[config.mk]
export PLATFORM = sky130hd
export DESIGN_NAME = collision_scan_engine
export DESIGN_NICKNAME = d
export VERILOG_FILES = /design/src/rtl/collision_pkg.sv /design/src/rtl/collision_scan_engine_judge.sv /design/src/rtl/collision_scan_engine.sv
export SDC_FILE = /design/constraint.sdc
export NUM_CORES = 1
export LEC_CHECK = 0
export CAP_MARGIN = 0
export CORE_AREA = 4 4 186 134
export CTS_CLUSTER_SIZE = 16
export DETAILED_ROUTE_END_ITERATION = 10
export DIE_AREA = 0 0 190 138
export PLACE_DENSITY = 0.7
export SLEW_MARGIN = 20
export SYNTH_ARGS = -nofsm -noshare
export SYNTH_HDL_FRONTEND = slang
export SYNTH_SLANG_ARGS = --single-unit
[constraint.sdc]
create_clock -name i_clk -period 6.2 [get_ports i_clk]
set_clock_uncertainty 0.1 [all_clocks]
set_input_delay 0.93 -clock i_clk [delete_from_list [all_inputs] [get_ports i_clk]]
set_output_delay 0.93 -clock i_clk [all_outputs]
set_load 0.02 [all_outputs]
[src/rtl/collision_pkg.sv]
// Shared widths, shape codes and the obstacle gap table for the collision scan engine.
package collision_pkg;

  localparam int COORD_W_DEF  = 10;
  localparam int SIZE_W_DEF   = 6;
  localparam int SHAPE_W_DEF  = 4;
  localparam int MAX_GAPS_DEF = 2;
  localparam int BLOCK_W_DEF  = 40;
  localparam int GAP_W        = 10;
  localparam int NUM_SHAPES   = 4;

  // Shape codes understood by the renderer; anything at or above NUM_SHAPES is unknown.
  localparam logic [3:0] SHAPE_SOLID = 4'd0; // no gap at all
  localparam logic [3:0] SHAPE_MID   = 4'd1; // one gap [200,300)
  localparam logic [3:0] SHAPE_TWIN  = 4'd2; // gaps [100,180) and [320,400)
  localparam logic [3:0] SHAPE_SPLIT = 4'd3; // gaps [50,150) and [600,720)

  // One free vertical band; lo == hi marks an unused entry.
  typedef struct packed {
    logic [GAP_W-1:0] lo;
    logic [GAP_W-1:0] hi;
  } gap_t;

  function automatic logic shape_known(input logic [31:0] shape);
    return shape < 32'(NUM_SHAPES);
  endfunction

  function automatic gap_t shape_gap(input logic [31:0] shape, input logic [31:0] g);
    gap_t r;
    r = '{lo: '0, hi: '0};
    case (shape)
      32'(SHAPE_SOLID): r = '{lo: '0, hi: '0};
      32'(SHAPE_MID): begin
        if (g == 32'd0) r = '{lo: 10'd200, hi: 10'd300};
      end
      32'(SHAPE_TWIN): begin
        if (g == 32'd0)      r = '{lo: 10'd100, hi: 10'd180};
        else if (g == 32'd1) r = '{lo: 10'd320, hi: 10'd400};
      end
      32'(SHAPE_SPLIT): begin
        if (g == 32'd0)      r = '{lo: 10'd50,  hi: 10'd150};
        else if (g == 32'd1) r = '{lo: 10'd600, hi: 10'd720};
      end
      default: r = '{lo: '0, hi: '0};
    endcase
    return r;
  endfunction

endpackage

[src/rtl/collision_scan_engine_judge.sv]
// Combinational single-slot judge: does the square collide with one obstacle slot?
module block_gap_judge
  import collision_pkg::*;
#(
  parameter int COORD_W  = COORD_W_DEF,
  parameter int SIZE_W   = SIZE_W_DEF,
  parameter int SHAPE_W  = SHAPE_W_DEF,
  parameter int MAX_GAPS = MAX_GAPS_DEF,
  parameter int BLOCK_W  = BLOCK_W_DEF
) (
  input  logic [COORD_W-1:0] i_sx,
  input  logic [COORD_W-1:0] i_sy,
  input  logic [SIZE_W-1:0]  i_size,
  input  logic [COORD_W-1:0] i_bx,
  input  logic [SHAPE_W-1:0] i_shape,
  input  logic               i_valid,
  output logic               o_hit
);

  // One extra bit so right/bottom edges never wrap.
  localparam int AW = COORD_W + 1;

  logic [AW-1:0] w_sx;
  logic [AW-1:0] w_sy;
  logic [AW-1:0] w_sx_end;
  logic [AW-1:0] w_sy_end;
  logic [AW-1:0] w_bx;
  logic [AW-1:0] w_bx_end;
  logic          w_x_ovl;
  logic          w_known;
  logic          w_safe;

  assign w_sx     = AW'(i_sx);
  assign w_sy     = AW'(i_sy);
  assign w_sx_end = w_sx + AW'(i_size);
  assign w_sy_end = w_sy + AW'(i_size);
  assign w_bx     = AW'(i_bx);
  assign w_bx_end = w_bx + AW'(BLOCK_W);

  // Strict compares: squares that merely touch the obstacle edge are clear.
  assign w_x_ovl = (w_sx < w_bx_end) && (w_sx_end > w_bx);
  assign w_known = shape_known(32'(i_shape));

  // The square is safe if it fits entirely inside any non-empty gap.
  always_comb begin
    gap_t          w_gap;
    logic [AW-1:0] w_lo;
    logic [AW-1:0] w_hi;
    w_safe = 1'b0;
    for (int g = 0; g < MAX_GAPS; g++) begin
      w_gap = shape_gap(32'(i_shape), 32'(g));
      w_lo  = AW'(w_gap.lo);
      w_hi  = AW'(w_gap.hi);
      if ((w_lo != w_hi) && (w_sy >= w_lo) && (w_sy_end <= w_hi)) w_safe = 1'b1;
    end
  end

  assign o_hit = i_valid && w_known && w_x_ovl && !w_safe;

endmodule

[src/rtl/collision_scan_engine.sv]
// Sequential collision scanner: snapshots the square and all obstacle slots on start,
// then judges one slot per clock and reports first hit index, hit count and a hit flag.
// Handshake: i_start is a one-cycle request taken only when o_busy is low; o_done pulses
// for one cycle when results are stable and o_busy stays high through that cycle.
module collision_scan_engine
  import collision_pkg::*;
#(
  parameter int NUM_BLOCKS = 8,
  parameter int COORD_W    = COORD_W_DEF,
  parameter int SIZE_W     = SIZE_W_DEF,
  parameter int SHAPE_W    = SHAPE_W_DEF,
  parameter int MAX_GAPS   = MAX_GAPS_DEF,
  parameter int BLOCK_W    = BLOCK_W_DEF,
  parameter int EARLY_EXIT = 0,
  parameter int STICKY     = 1,
  parameter int IDX_W      = (NUM_BLOCKS > 1) ? $clog2(NUM_BLOCKS) : 1,
  parameter int CNT_W      = $clog2(NUM_BLOCKS + 1)
) (
  input  logic                          i_clk,
  input  logic                          i_rst_n,
  input  logic                          i_start,
  input  logic [COORD_W-1:0]            i_square_x,
  input  logic [COORD_W-1:0]            i_square_y,
  input  logic [SIZE_W-1:0]             i_square_size,
  input  logic [NUM_BLOCKS*COORD_W-1:0] i_block_x,
  input  logic [NUM_BLOCKS*SHAPE_W-1:0] i_block_shape,
  input  logic [NUM_BLOCKS-1:0]         i_block_valid,
  input  logic                          i_clear_sticky,
  output logic                          o_busy,
  output logic                          o_done,
  output logic                          o_hit,
  output logic [IDX_W-1:0]              o_hit_index,
  output logic [CNT_W-1:0]              o_hit_count,
  output logic [1:0]                    o_dbg_state
);

  localparam logic [1:0] ST_IDLE = 2'd0;
  localparam logic [1:0] ST_SCAN = 2'd1;
  localparam logic [1:0] ST_DONE = 2'd2;

  logic [1:0]                    r_rst_sync;
  logic                          w_rst_n;
  logic [1:0]                    r_state;
  logic [IDX_W-1:0]              r_idx;
  logic [COORD_W-1:0]            r_sx;
  logic [COORD_W-1:0]            r_sy;
  logic [SIZE_W-1:0]             r_size;
  logic [NUM_BLOCKS*COORD_W-1:0] r_block_x;
  logic [NUM_BLOCKS*SHAPE_W-1:0] r_block_shape;
  logic [NUM_BLOCKS-1:0]         r_block_valid;
  logic                          r_hit;
  logic [IDX_W-1:0]              r_hit_index;
  logic [CNT_W-1:0]              r_hit_count;

  logic                          w_accept;
  logic                          w_last;
  logic                          w_slot_hit;
  logic [COORD_W-1:0]            w_slot_bx;
  logic [SHAPE_W-1:0]            w_slot_shape;
  logic                          w_slot_valid;

  // Reset asserts immediately but releases on a clock edge.
  always_ff @(posedge i_clk or negedge i_rst_n) begin
    if (!i_rst_n) r_rst_sync <= 2'b00;
    else          r_rst_sync <= {r_rst_sync[0], 1'b1};
  end
  assign w_rst_n = r_rst_sync[1];

  assign w_accept = (r_state == ST_IDLE) && i_start;
  assign w_last   = (r_idx == IDX_W'(NUM_BLOCKS - 1));

  // Slot index mux feeding the single shared judge.
  assign w_slot_bx    = r_block_x[r_idx*COORD_W +: COORD_W];
  assign w_slot_shape = r_block_shape[r_idx*SHAPE_W +: SHAPE_W];
  assign w_slot_valid = r_block_valid[r_idx];

  block_gap_judge #(
    .COORD_W  (COORD_W),
    .SIZE_W   (SIZE_W),
    .SHAPE_W  (SHAPE_W),
    .MAX_GAPS (MAX_GAPS),
    .BLOCK_W  (BLOCK_W)
  ) u_judge (
    .i_sx    (r_sx),
    .i_sy    (r_sy),
    .i_size  (r_size),
    .i_bx    (w_slot_bx),
    .i_shape (w_slot_shape),
    .i_valid (w_slot_valid),
    .o_hit   (w_slot_hit)
  );

  // Scan FSM and slot counter.
  always_ff @(posedge i_clk or negedge w_rst_n) begin
    if (!w_rst_n) begin
      r_state <= ST_IDLE;
      r_idx   <= '0;
    end else begin
      case (r_state)
        ST_IDLE: begin
          if (i_start) begin
            r_state <= ST_SCAN;
            r_idx   <= '0;
          end
        end
        ST_SCAN: begin
          if (w_last || ((EARLY_EXIT != 0) && w_slot_hit)) r_state <= ST_DONE;
          else                                             r_idx   <= r_idx + IDX_W'(1);
        end
        ST_DONE: r_state <= ST_IDLE;
        default: r_state <= ST_IDLE;
      endcase
    end
  end

  // Input snapshot taken only when a scan is accepted.
  always_ff @(posedge i_clk or negedge w_rst_n) begin
    if (!w_rst_n) begin
      r_sx          <= '0;
      r_sy          <= '0;
      r_size        <= '0;
      r_block_x     <= '0;
      r_block_shape <= '0;
      r_block_valid <= '0;
    end else if (w_accept) begin
      r_sx          <= i_square_x;
      r_sy          <= i_square_y;
      r_size        <= i_square_size;
      r_block_x     <= i_block_x;
      r_block_shape <= i_block_shape;
      r_block_valid <= i_block_valid;
    end
  end

  // Result registers; a zero count means this is the first hit of the current scan.
  always_ff @(posedge i_clk or negedge w_rst_n) begin
    if (!w_rst_n) begin
      r_hit       <= 1'b0;
      r_hit_index <= '0;
      r_hit_count <= '0;
    end else if (r_state == ST_IDLE) begin
      if (i_clear_sticky) begin
        r_hit       <= 1'b0;
        r_hit_index <= '0;
        r_hit_count <= '0;
      end
      if (i_start) begin
        r_hit_count <= '0;
        if (STICKY == 0) begin
          r_hit       <= 1'b0;
          r_hit_index <= '0;
        end
      end
    end else if ((r_state == ST_SCAN) && w_slot_hit) begin
      r_hit <= 1'b1;
      if (r_hit_count == '0) r_hit_index <= r_idx;
      if (r_hit_count != CNT_W'(NUM_BLOCKS)) r_hit_count <= r_hit_count + CNT_W'(1);
    end
  end

  assign o_busy      = (r_state != ST_IDLE);
  assign o_done      = (r_state == ST_DONE);
  assign o_hit       = r_hit;
  assign o_hit_index = r_hit_index;
  assign o_hit_count = r_hit_count;
  assign o_dbg_state = r_state;

endmodule

======== Word-level counts from Yosys, hierarchy flattened ========
Index checks and enable logic that the tools add are counted.
storage, ports and cells
  output and inout bits ................... 12
  bits of input ports ..................... 150
  bits in registers ....................... 161
  logic and storage cells ................. 89
cells by class
  reductions and logical operators ........ 23
  multipliers ............................. 1
  shifts and indexed selects .............. 2
  add/subtract/negate cells ............... 5
  order comparisons ....................... 8
  muxes and demuxes ....................... 24
  equal/unequal tests ..................... 14
operator list
  kind                                                                   count
  80-bit by 8-bit indexed part select with 10-bit output                 1
  18-bit one-hot mux with 3 select lines                                 1
  20-bit one-hot mux with 2 select lines                                 1
  32-bit by 6-bit indexed part select with 4-bit output                  1
  10-bit by 6-bit adder with 11-bit output                               2
  11-bit by 10-bit <= comparator with 1-bit output                       2
  4-bit 2-to-1 mux                                                       5
  3-bit 2-to-1 mux                                                       6
  10-bit by 6-bit adder with 11-bit output, second input constant        1
  11-bit by 10-bit > comparator with 1-bit output                        1
  10-bit by 11-bit less-than comparator with 1-bit output                1
  10-bit greater-or-equal comparator                                     1
  10-bit by 8-bit greater-or-equal comparator with 1-bit output          1
  1-bit logical AND                                                      10
  10-bit != test                                                         1
  8-bit by 10-bit != test with 1-bit output                              1
  2-bit nonzero test                                                     5
  3-bit AND reduction                                                    3
  4-bit by 2-bit equality test with 1-bit output, second input constant  2
  2-bit != test, second input constant                                   4
  3-bit by 3-bit multiplier with 6-bit output, second input constant     1
  1-bit 2-to-1 mux                                                       6
  3-bit one-hot mux with 2 select lines                                  1
  4-bit by 1-bit adder with 4-bit output, second input constant          1
  16 further kinds                                                       18

======== Logic depth before layout (Yosys ltp) ========
Gate-level depths: netlist (run 1).
  depth after elaboration ................. 13
  mapped depth ............................ 17

======== Cells and area by module ========
A second synthesis (run 1) with hierarchy kept.
unflattened totals
  cells, all modules ...................... 671
  area total of the unflattened synthesis .. 9012.4 um^2
by module, submodules not included
  module                 sequential area each (um^2)  area each (um^2)  times used  cells each
  collision_scan_engine  4028.9                       7151.9            1           433
  block_gap_judge        0.0                          1860.5            1           238

======== Worst setup path before layout (run 1) ========
OpenSTA, ideal clock, no wires.
  path kind ............................... reg-to-reg
  start ................................... reg r_idx[1]
  end ..................................... reg r_hit_count[3] (netlist: o_hit_count[3])
  data required time ...................... 5.976 ns
  period minus slack after synthesis ...... 4.050 ns
  slack ................................... 2.150 ns
  stages on the path, launching flop included .. 16
  arrival ................................. 3.826 ns
  cell sequence ........................... dfrtp_1 > buf_6 > mux4_1 > mux2_2 > and3_1 > buf_6 > or2b_1 > inv_1 > ha_1 > or4b_1 > a31oi_1 > o21ai_0 > o2bb2ai_1 > or4_4 > and4_4 > a211o_1
on the way
  word-level cells in the longest chain between the ends .. 13
RTL lines
  item                                                                                              line                               text
  start, declared                                                                                   collision_scan_engine.sv:44        logic [IDX_W-1:0] r_idx;
  start signal, assigned                                                                            collision_scan_engine.sv:108       else r_idx <= r_idx + IDX_W'(1);
  parallel branches: the longest is 9 deep, another holds 10-bit by 6-bit adder with 11-bit output  -
  1-bit logical AND *                                                                               collision_scan_engine_judge.sv:58  assign o_hit = i_valid && w_known && w_x_ovl && !w_safe;
  1-bit logical AND *                                                                               collision_scan_engine.sv:154       end else if ((r_state == ST_SCAN) && w_slot_hit) begin
  2-bit nonzero test (no line) *                                                                    -
  3-bit AND reduction (no line) *                                                                   -
  end signal, assigned                                                                              collision_scan_engine.sv:157       if (r_hit_count != CNT_W'(NUM_BLOCKS)) r_hit_count <= r_hit_count + CNT_W'(1);
  end, declared                                                                                     collision_scan_engine.sv:53        logic [CNT_W-1:0] r_hit_count;
Every way passes the cells marked *. The select of a mux whose other input is x is not followed.
A chain may end at the register's enable or synchronous reset.

======== Final worst setup path (run 1) ========
  start ................................... reg r_idx[2]
  end ..................................... reg r_hit_count[3] (netlist: o_hit_count[3])
The elaborated chain is that of the path after synthesis.

==> results of run 1 <==
[metal layers]
| layer | track usage | up-vias |
|---|---|---|
| li1 | - | 2868 |
| met1 | 0.2670 | 3023 |
| met2 | 0.2454 | 174 |
| met3 | 0.04990 | 24 |
| met4 | 0.04262 | 4 |
| met5 | 0 | - |
[per-stage QoR]
stage                     power [uW]  area, um^2
after floorplan                 4750        8915
after global placement          5631       10820
after detailed placement        5741       10820
after CTS                       6958       11460
after global routing            7523       11460
final                           6922       11460
[logic make-up after synthesis]
kind of cell	after synthesis	share of synthesized area
muxes	188	0.2717
DFF	161	0.4519
and+or+nand+nor	107	0.06653
AOI/OAI and AO/OA	91	0.07046
adders and majority gates	62	0.08870
buffers and inverters	54	0.03060
xor gates and xnor gates	20	0.01965
other	1	0.0004206
[where the power goes]
part | switching [uW] | internal (uW)
Combinational | 1810 | 1910
Clock | 418 | 733
Sequential | 482 | 1560
[registers in the layout, indices dropped and copies added (netlist names)]
| register | cells |
|---|---|
| o_dbg_state | 2 |
| o_hit | 1 |
| r_block_x | 80 |
| r_size | 6 |
| r_idx | 3 |
| o_hit_count | 4 |
| r_sy | 10 |
| o_hit_index | 3 |
| r_sx | 10 |
| r_block_valid | 8 |
| r_rst_sync | 2 |
| r_block_shape | 32 |
[cell type report]
cell class / instances / area, um^2
Clock buffer: 21 / 460.4
Clock inverter: 10 / 182.7
Fill cell: 2013 / 11770
Inverter: 28 / 107.6
Multi-Input combinational cell: 469 / 4616
Sequential cell: 161 / 4034
Tap cell: 318 / 397.9
Timing Repair Buffer: 166 / 1662
[placed cells by master, fill, tap and decap left out, types with 12 or more instances in the layout]
| cell type | instances |
|---|---|
| dfrtp_1 | 159 |
| mux2i_1 | 16 |
| mux4_2 | 18 |
| clkbuf_16 | 17 |
| inv_1 | 26 |
| o21ai_0 | 25 |
| nand2_1 | 24 |
| clkdlybuf4s50_1 | 161 |
| ha_1 | 60 |
| xnor2_1 | 12 |
| a21oi_1 | 18 |
| nor2_1 | 20 |
| mux2_2 | 145 |
[worst max path at each step]
stage,to,slack [ns]
floorplan,o_dbg_state[0],1.28
global placement,o_hit_count[3],1.50
detailed placement,o_hit_count[3],1.42
CTS,o_hit_count[3],1.41
global route,o_hit_count[3],1.07
finish,o_hit_count[3],1.42
==> results.md, run 1 <==
* Period minus WS final at 4.781 ns
* Min-Delay Path Class: register to register
* Synth cell count leaders: dfrtp_1, mux2_2, ha_1
* Final setup viols at 0
* Total CTS buffers at 17
* First-pass GRT wire length at 36,030 um
* Mapped Area at roughly 0.009 mm^2
* Post-synth top area share at 0.4519
* DR iter-0 viols at around 440
* H-tree levels at 4
* Drt wl/cell at around 19 um
* Non-Filler Instances at roughly 1,200
* Hold Slack at between 0.2 and 0.3 ns
* DRC Markers at 0
* Area contributors post-synth: dfrtp_1, mux2_2, ha_1
* Max_cap viols at 0
* TritonCTS clock tree: yes
* Largest net degree at the start of global routing at about 120
* I/O Buffers at approximately 160
* Pre-antenna DRT Iters at 4
* Post-CTS Hold Buffers at 0
* Final hold violations at 0
* Synth Instances at between 600 and 700
* Top Metal Used: met5
* GPL Wtd Cong at 0.9257
* Rel. slew slack at 0.3053
* Ratio of cells with drive above 1 in the final layout at 0.2491
* Synth-to-layout area growth at 28.55%
* CTS Buffer Depth at 2
* Status: complete, no violations
* Syn Area/Cell at roughly 13 um^2
* CTS sink cnt at 161
* Crit path max fanout at 23
* Pwr Density at 604.1 mW/mm^2
* Initial Utilization at 0.3838
* Pleak at slightly below 0.005 uW
* Top-count cell post-synth: dfrtp_1
* Routed vias/inst at 5.194
* Worst R2R Path Depth at 14
* RSZ-0062 raised after global routing: no
* Total gr overflow at 0
* R2r startpoint: r_idx[2]
* N_diodes at 0
* Bufs and invs on worst path at 1
* Place WS at 1.419 ns
* Seq/Total Area, Yosys at 0.4519
* CP max-delay cell: dfrtp_1
* Stages on worst setup path at 14
* CP Capture Type: register
* Die H at roughly 140 um
* WL final at between 20,000 and 25,000 um
* Core Rows at 47
* CTS resizes at 0
* Peak supply drop at around 0.00025 V
* Syn_nets at ~900
* Final period util at 0.7712
* Die width at 190 um
* CP top delay family: simple AND/OR/NAND/NOR gates
* DP HPWL at roughly 17,000 um
* Hold depth at 0
* Number of global-route vias before repair at roughly 6,500
* Clock Pin Slew Worst Setup and Hold Paths at approximately 0.060 ns
* M1 WL at 10,970 um
* Yosys reg bits at 161
* CP Cell Sequence: o311ai_0, o32a_1, o221a_2, and3_1, or2b_1, inv_1, ha_1, or4b_1, a31oi_1, o21ai_0, o2bb2ai_1, or4_4, and4_4, a211o_1
* Final TNS setup at 0 ns
* Hold path startpoint: r_rst_sync[0]
* WHS Endpoint: r_rst_sync[1]
* Met3 routed WL at around 1600 um
* Setup slack after layout at approximately 1.4 ns
* Primary FF master, synth: dfrtp_1
* Reg2Reg Capture Point: o_hit_count[3]
* Unique masters post-synth at between 60 and 70
* Setup Crit Path Kind: register to register
* Io pins at 162
* Crit path largest cell delay at between 1 and 1.5 ns
* Highest clock rate at 209.2 MHz
* Die area at 0.02622 mm^2
* Max-slew violations at 0
* Synth async-reset ratio at 1.000
* Core Util, Final at 0.4933
* Met2 wire len at about 9600 um
* Placed cell count at between 1,000 and 1,500
* Reg-to-reg setup timing slack at roughly 1.4 ns
* Worst-Skew Late Latency at 0.43 ns
* Vias after detailed routing at 6,093
* Antenna violations before repair at 2
* Fin nets at between 1,000 and 1,500
* Post-CTS setup buffers at 0
* Routed Antenna Nets at 0
* CP startpoint: r_idx[2]
* Critical Path Source Type: register
* Arrival @ worst endpoint at between 4 and 5 ns
* EDFF count, synth at 0
* Area leader, netlist: dfrtp_1
* Worst-Margin Slew at approximately 1.0 ns
* Critical path required time at approximately 6.4 ns
* All-Layer GR Usage at 0.1748
* Core outline area at ~0.023 mm^2
* Root Driver: clkbuf_16
* Yosys warns at 0
Power figures use the tool's default switching activity.
==> run 2: changes to the inputs <==
==> constraint.sdc (replaced) <==
create_clock -name i_clk -period 4.45 [get_ports i_clk]
set_clock_uncertainty 0.1 [all_clocks]
set_input_delay 0.6675 -clock i_clk [delete_from_list [all_inputs] [get_ports i_clk]]
set_output_delay 0.6675 -clock i_clk [all_outputs]
set_load 0.02 [all_outputs]
==> results.md, run 2 (synthesized netlist as in run 1, its figures left out) <==
* Pwr Density at approximately 840 mW/mm^2
* WL final at around 23,000 um
* Most common cell after layout, fill and taps aside: clkdlybuf4s50_1
* Initial Utilization at 0.3838
* Total CTS buffers at 17
* Root Driver: clkbuf_16
* Clock Pin Slew Worst Setup and Hold Paths at 0.07 ns
* Max-slew violations at 0
* Vias after detailed routing at 6,190
* Sequential power share at 0.285
* Rel. slew slack at 0.3624
* Number of global-route vias before repair at between 6,000 and 7,000
* H-tree levels at 4
* Arrival @ worst endpoint at between 4 and 5 ns
* Switching Share at 0.3963
* Io pins at 162
* Clk pwr share at 0.158
* Post-CTS setup buffers at 0
* Worst R2R Path Depth at 14
* R2r startpoint: r_idx[0]
* Most frequent cells in the layout: clkdlybuf4s50_1, dfrtp_1, mux2_2, ha_1, inv_1
* All-Layer GR Usage at 0.1783
* Drt wl/cell at 19.30 um
* Die width at between 150 and 200 um
* I/O Buffers at between 150 and 200
* Post-CTS Hold Buffers at 0
* Hold path startpoint: r_rst_sync[0]
* Pre-antenna DRT Iters at 7
* Setup Crit Path Kind: register to register
* Core outline area at roughly 0.023 mm^2
* WHS Endpoint: r_rst_sync[1]
* Die area at approximately 0.026 mm^2
* Synth-to-layout area growth at 29.71%
* Largest net degree at the start of global routing at between 70 and 80
* Max_cap viols at 0
* Peak supply drop at 0.0004020 V
* Antenna violations before repair at 1
* Min-Delay Path Class: register to register
* Die H at 138 um
* Period minus WS final at 4.160 ns
* Combinational fraction of design power at 0.556
* Reg2Reg Capture Point: o_hit_count[3]
* Fin nets at between 1,000 and 1,500
* TritonCTS clock tree: yes
* Top reg by flops: r_block_x
* DR iter-0 viols at 360
* Routed Antenna Nets at 0
* Final setup viols at 0
* Status: complete, no violations
* Top flop regs: r_block_x: 80 flops, r_block_shape: 32 flops
* Worst-Skew Late Latency at approximately 0.43 ns
* First-pass GRT wire length at 36,430 um
* Critical Path Source Type: register
* Ratio of cells with drive above 1 in the final layout at 0.2627
* Net load switching power at between 3000 and 4000 uW
* Final hold violations at 0
* Pleak at ~0.0049 uW
* RSZ-0062 raised after global routing: no
* Final TNS setup at 0 ns
* Placed cell count at roughly 1,200
* GPL Wtd Cong at a little under 0.9
* CP Capture Type: register
* Routed vias/inst at 5.219
* Cell-internal power at around 5900 uW
* CTS Buffer Depth at 2
* CTS sink cnt at 161
* Worst-Margin Slew at 0.9564 ns
* DRC Markers at 0
* Crit path max fanout at 7
* Max reg flops at 80
* Final period util at 0.9348
* CTS resizes at 0
* N_diodes at 0
* Reg-to-reg setup timing slack at around 0.29 ns
* Highest clock rate at 240.4 MHz
* Total gr overflow at 0
* Critical path required time at approximately 4.7 ns
* Hold depth at 0
* Core Rows at 47
* DP HPWL at ~18,000 um
* Non-Filler Instances at 1,186
## run 2: worst max-delay path, stage by stage (launching register included)
cell	delay [ns]
dfrtp_1	0.46
o311ai_0	0.57
o32a_1	0.22
o221a_2	0.20
and3_1	0.18
or2b_1	0.34
inv_1	0.12
ha_1	0.12
or4b_1	0.42
a31oi_1	0.17
o21ai_0	0.09
o2bb2ai_1	0.13
or4_4	0.53
and4_4	0.17
a211o_1	0.21
## run 2: cell type report
cell class / instances / area, um^2
clock buffers: 18 / 439.2
clock inverters: 14 / 180.2
fillers: 2031 / 11660
repair buffers: 178 / 1789
flip-flops and latches: 161 / 4034
well taps: 318 / 397.9
inverters: 28 / 107.6
multi-input cells: 469 / 4616
## run 2: metal layers
layer / vias to the layer above / part of all wire / GRT usage
met5: - / 0.00087 / 0
met4: 2 / 0.010 / 0.04186
met3: 19 / 0.062 / 0.04662
met2: 195 / 0.43 / 0.2545
met1: 3077 / 0.50 / 0.2719
li1: 2897 / - / -
## run 2: power groups by stage
stage	Sequential [uW]	Combinational [uW]	Clock, uW
floorplan	2550	4060	0
global placement	2780	5260	0
detailed placement	2790	5350	0
CTS	2770	5410	1580
global route	2870	6020	1640
finish	2770	5400	1540
## run 2: worst max-delay path by stage
stage | cells past startpoint | from | slack, ns | end
floorplan | 15 | r_idx[1] | 0.40 | o_hit_count[3]
global placement | 13 | r_idx[1] | 0.36 | o_hit_count[3]
detailed placement | 13 | r_idx[1] | 0.30 | o_hit_count[3]
CTS | 13 | r_idx[2] | 0.30 | o_hit_count[3]
global route | 13 | r_idx[1] | 0.05 | o_hit_count[3]
finish | 14 | r_idx[0] | 0.29 | o_hit_count[3]
## run 2: stage by stage
| stage | instance area (um^2) | utilization | setup slack (ns) | total power, uW | hold WS [ns] |
|---|---|---|---|---|---|
| 4_1_cts | 11560 | 0.4978 | 0.2984 | 9753 | 0.2594 |
| 3_3_place_gp | 10940 | 0.4712 | 0.3638 | 8041 | 0.2394 |
| 2_1_floorplan | 8916 | - | 0.3998 | 6616 | 0.2311 |
| 5_1_grt | 11560 | 0.4978 | 0.04501 | 10530 | 0.2710 |
| 6_report | 11560 | 0.4978 | 0.2901 | 9698 | 0.2579 |
| 3_5_place_dp | 10940 | 0.4712 | 0.3023 | 8143 | 0.2404 |
==> run 3: changes to the inputs <==
--- a/config.mk
+++ b/config.mk
@@ -5,11 +5,10 @@
 export SDC_FILE = /design/constraint.sdc
 export NUM_CORES = 1
 export LEC_CHECK = 0
-export CAP_MARGIN = 0
-export CORE_AREA = 4 4 186 134
+export CORE_AREA = 2 2 184 132
 export CTS_CLUSTER_SIZE = 16
 export DETAILED_ROUTE_END_ITERATION = 10
-export DIE_AREA = 0 0 190 138
+export DIE_AREA = 0 0 186 134
 export PLACE_DENSITY = 0.7
 export SLEW_MARGIN = 20
 export SYNTH_ARGS = -nofsm -noshare
==> results.md, run 3 (synthesized netlist as in run 1, its figures left out) <==
* First-pass GRT wire length at between 30,000 and 40,000 um
* CP top delay family: simple AND/OR/NAND/NOR gates
* Largest net degree at the start of global routing at 160
* Bufs and invs on worst path at 1
* Core outline area at around 0.023 mm^2
* Setup slack after layout at about 0.26 ns
* Vias after detailed routing at 6,124
* I/O Buffers at 161
* Io pins at about 160
* Worst-Margin Slew at roughly 0.90 ns
* Reg-to-reg setup timing slack at approximately 0.26 ns
* Routed vias/inst at 5.164
* Synth-to-layout area growth at 29.87%
* Post-CTS setup buffers at 0
* Place WS at 0.2131 ns
* Highest clock rate at roughly 240 MHz
* DR iter-0 viols at 463
* Die area at about 0.025 mm^2
* Worst-Skew Late Latency at 0.44 ns
* Antenna violations before repair at 0
* Drt wl/cell at 18.76 um
* Net load switching power at between 3000 and 4000 uW
* CTS sink cnt at 161
* Max_cap viols at 0
* Most common cell after layout, fill and taps aside: clkdlybuf4s50_1
* Peak supply drop at roughly 0.00037 V
* Combinational fraction of design power at 0.556
* Pleak at approximately 0.005 uW
* N_diodes at 0
* Core Rows at between 40 and 50
* TritonCTS clock tree: yes
* Switching Share at 0.3967
* Final period util at 0.9425
* CP Capture Type: register
* CTS Buffer Depth at 2
* Top reg by flops: r_block_x
* Total gr overflow at 0
* GPL Wtd Cong at 0.8923
* Max reg flops at 80
* DRC Markers at 0
* Status: complete, no violations
* Sequential power share at 0.286
* Rel. slew slack at 0.4022
* Die H at 134 um
* Max-slew violations at 0
* Setup Crit Path Kind: register to register
* CTS resizes at 0
* CP max-delay cell: o311ai_0
* Pre-antenna DRT Iters at 4
* Crit path largest cell delay at 0.61 ns
* Number of global-route vias before repair at ~6,200
* Fin nets at 1,067
* Final hold violations at 0
* Cell-internal power at ~5900 uW
* Period minus WS final at around 4.2 ns
* Root Driver: clkbuf_16
* Clock Pin Slew Worst Setup and Hold Paths at about 0.06 ns
* Critical path required time at ~4.7 ns
* Min-Delay Path Class: register to register
* Routed Antenna Nets at 0
* Initial Utilization at 0.3838
* RSZ-0062 raised after global routing: no
* CP Cell Sequence: o311ai_0, o221a_2, and3_1, or2b_1, inv_1, ha_1, or4b_1, a31oi_1, o21ai_0, o2bb2ai_1, or4_4, and4_4, a211o_1
* Clk pwr share at 0.158
* All-Layer GR Usage at 0.1862
* Final TNS setup at 0 ns
* H-tree levels at 4
* Critical Path Source Type: register
* Crit path max fanout at 13
* Total CTS buffers at 17
* Final setup viols at 0
* DP HPWL at about 17,000 um
* WL final at around 22,000 um
* Layout filler cell count at between 2,000 and 2,500
* Most frequent cells in the layout: clkdlybuf4s50_1, dfrtp_1, mux2_2, ha_1, inv_1
* Top flop regs: r_block_x: 80 flops, r_block_shape: 32 flops
* Pwr Density at approximately 840 mW/mm^2
* Arrival @ worst endpoint at 4.42 ns
* Ratio of cells with drive above 1 in the final layout at 0.2615
* Die width at around 190 um
* Post-CTS Hold Buffers at 0
## run 3: layout make-up
| class | instances | area, um^2 | share of cell area |
|---|---|---|---|
| multi-input cells | 469 | 4623 | 0.3993 |
| flip-flops and latches | 161 | 4034 | 0.3484 |
| repair buffers | 178 | 1802 | 0.1556 |
| clock buffers | 20 | 456.7 | 0.03945 |
| well taps | 318 | 397.9 | 0.03437 |
| clock inverters | 12 | 156.4 | 0.01351 |
| inverters | 28 | 107.6 | 0.009294 |
## run 3: path summary, 6_finish.rpt
check | end | cells past startpoint | from
setup / recovery | o_hit_count[3] | 13 | r_idx[0]
hold / removal | r_rst_sync[1] | 0 | r_rst_sync[0]
setup reg to reg | o_hit_count[3] | 13 | r_idx[0]
hold reg to reg | r_rst_sync[1] | 0 | r_rst_sync[0]
max in group asynchronous | r_idx[1] | 1 | r_rst_sync[1]
min in group asynchronous | r_rst_sync[1] | 1 | i_rst_n
## run 3: power groups by stage
stage                     clock (uW)  sequential [uW]  combinational (uW)
after CTS                       1570             2770                5370
after floorplan                    0             2550                4060
after global routing            1630             2870                6000
final                           1530             2780                5400
after detailed placement           0             2790                5330
after global placement             0             2790                5230
## run 3: metrics by stage
stage | power, uW | std cells | util | hold WS (ns) | instance area, um^2
after floorplan | 6616 | 684 | - | 0.2311 | 8916
after global placement | 8013 | 1154 | 0.4717 | 0.2348 | 10960
final | 9713 | 1186 | 0.4984 | 0.2490 | 11580
after detailed placement | 8118 | 1154 | 0.4717 | 0.2387 | 10960
after CTS | 9709 | 1186 | 0.4981 | 0.2530 | 11570
after global routing | 10500 | 1186 | 0.4984 | 0.2571 | 11580
## run 3: metal layers
metal | part of all wire | global-route usage | vias to the layer above
met2 | 0.43 | 0.2687 | 174
met1 | 0.52 | 0.2839 | 3031
met3 | 0.050 | 0.04371 | 14
met4 | 0.0050 | 0.03937 | 0
met5 | 0 | 0 | -
li1 | - | - | 2905
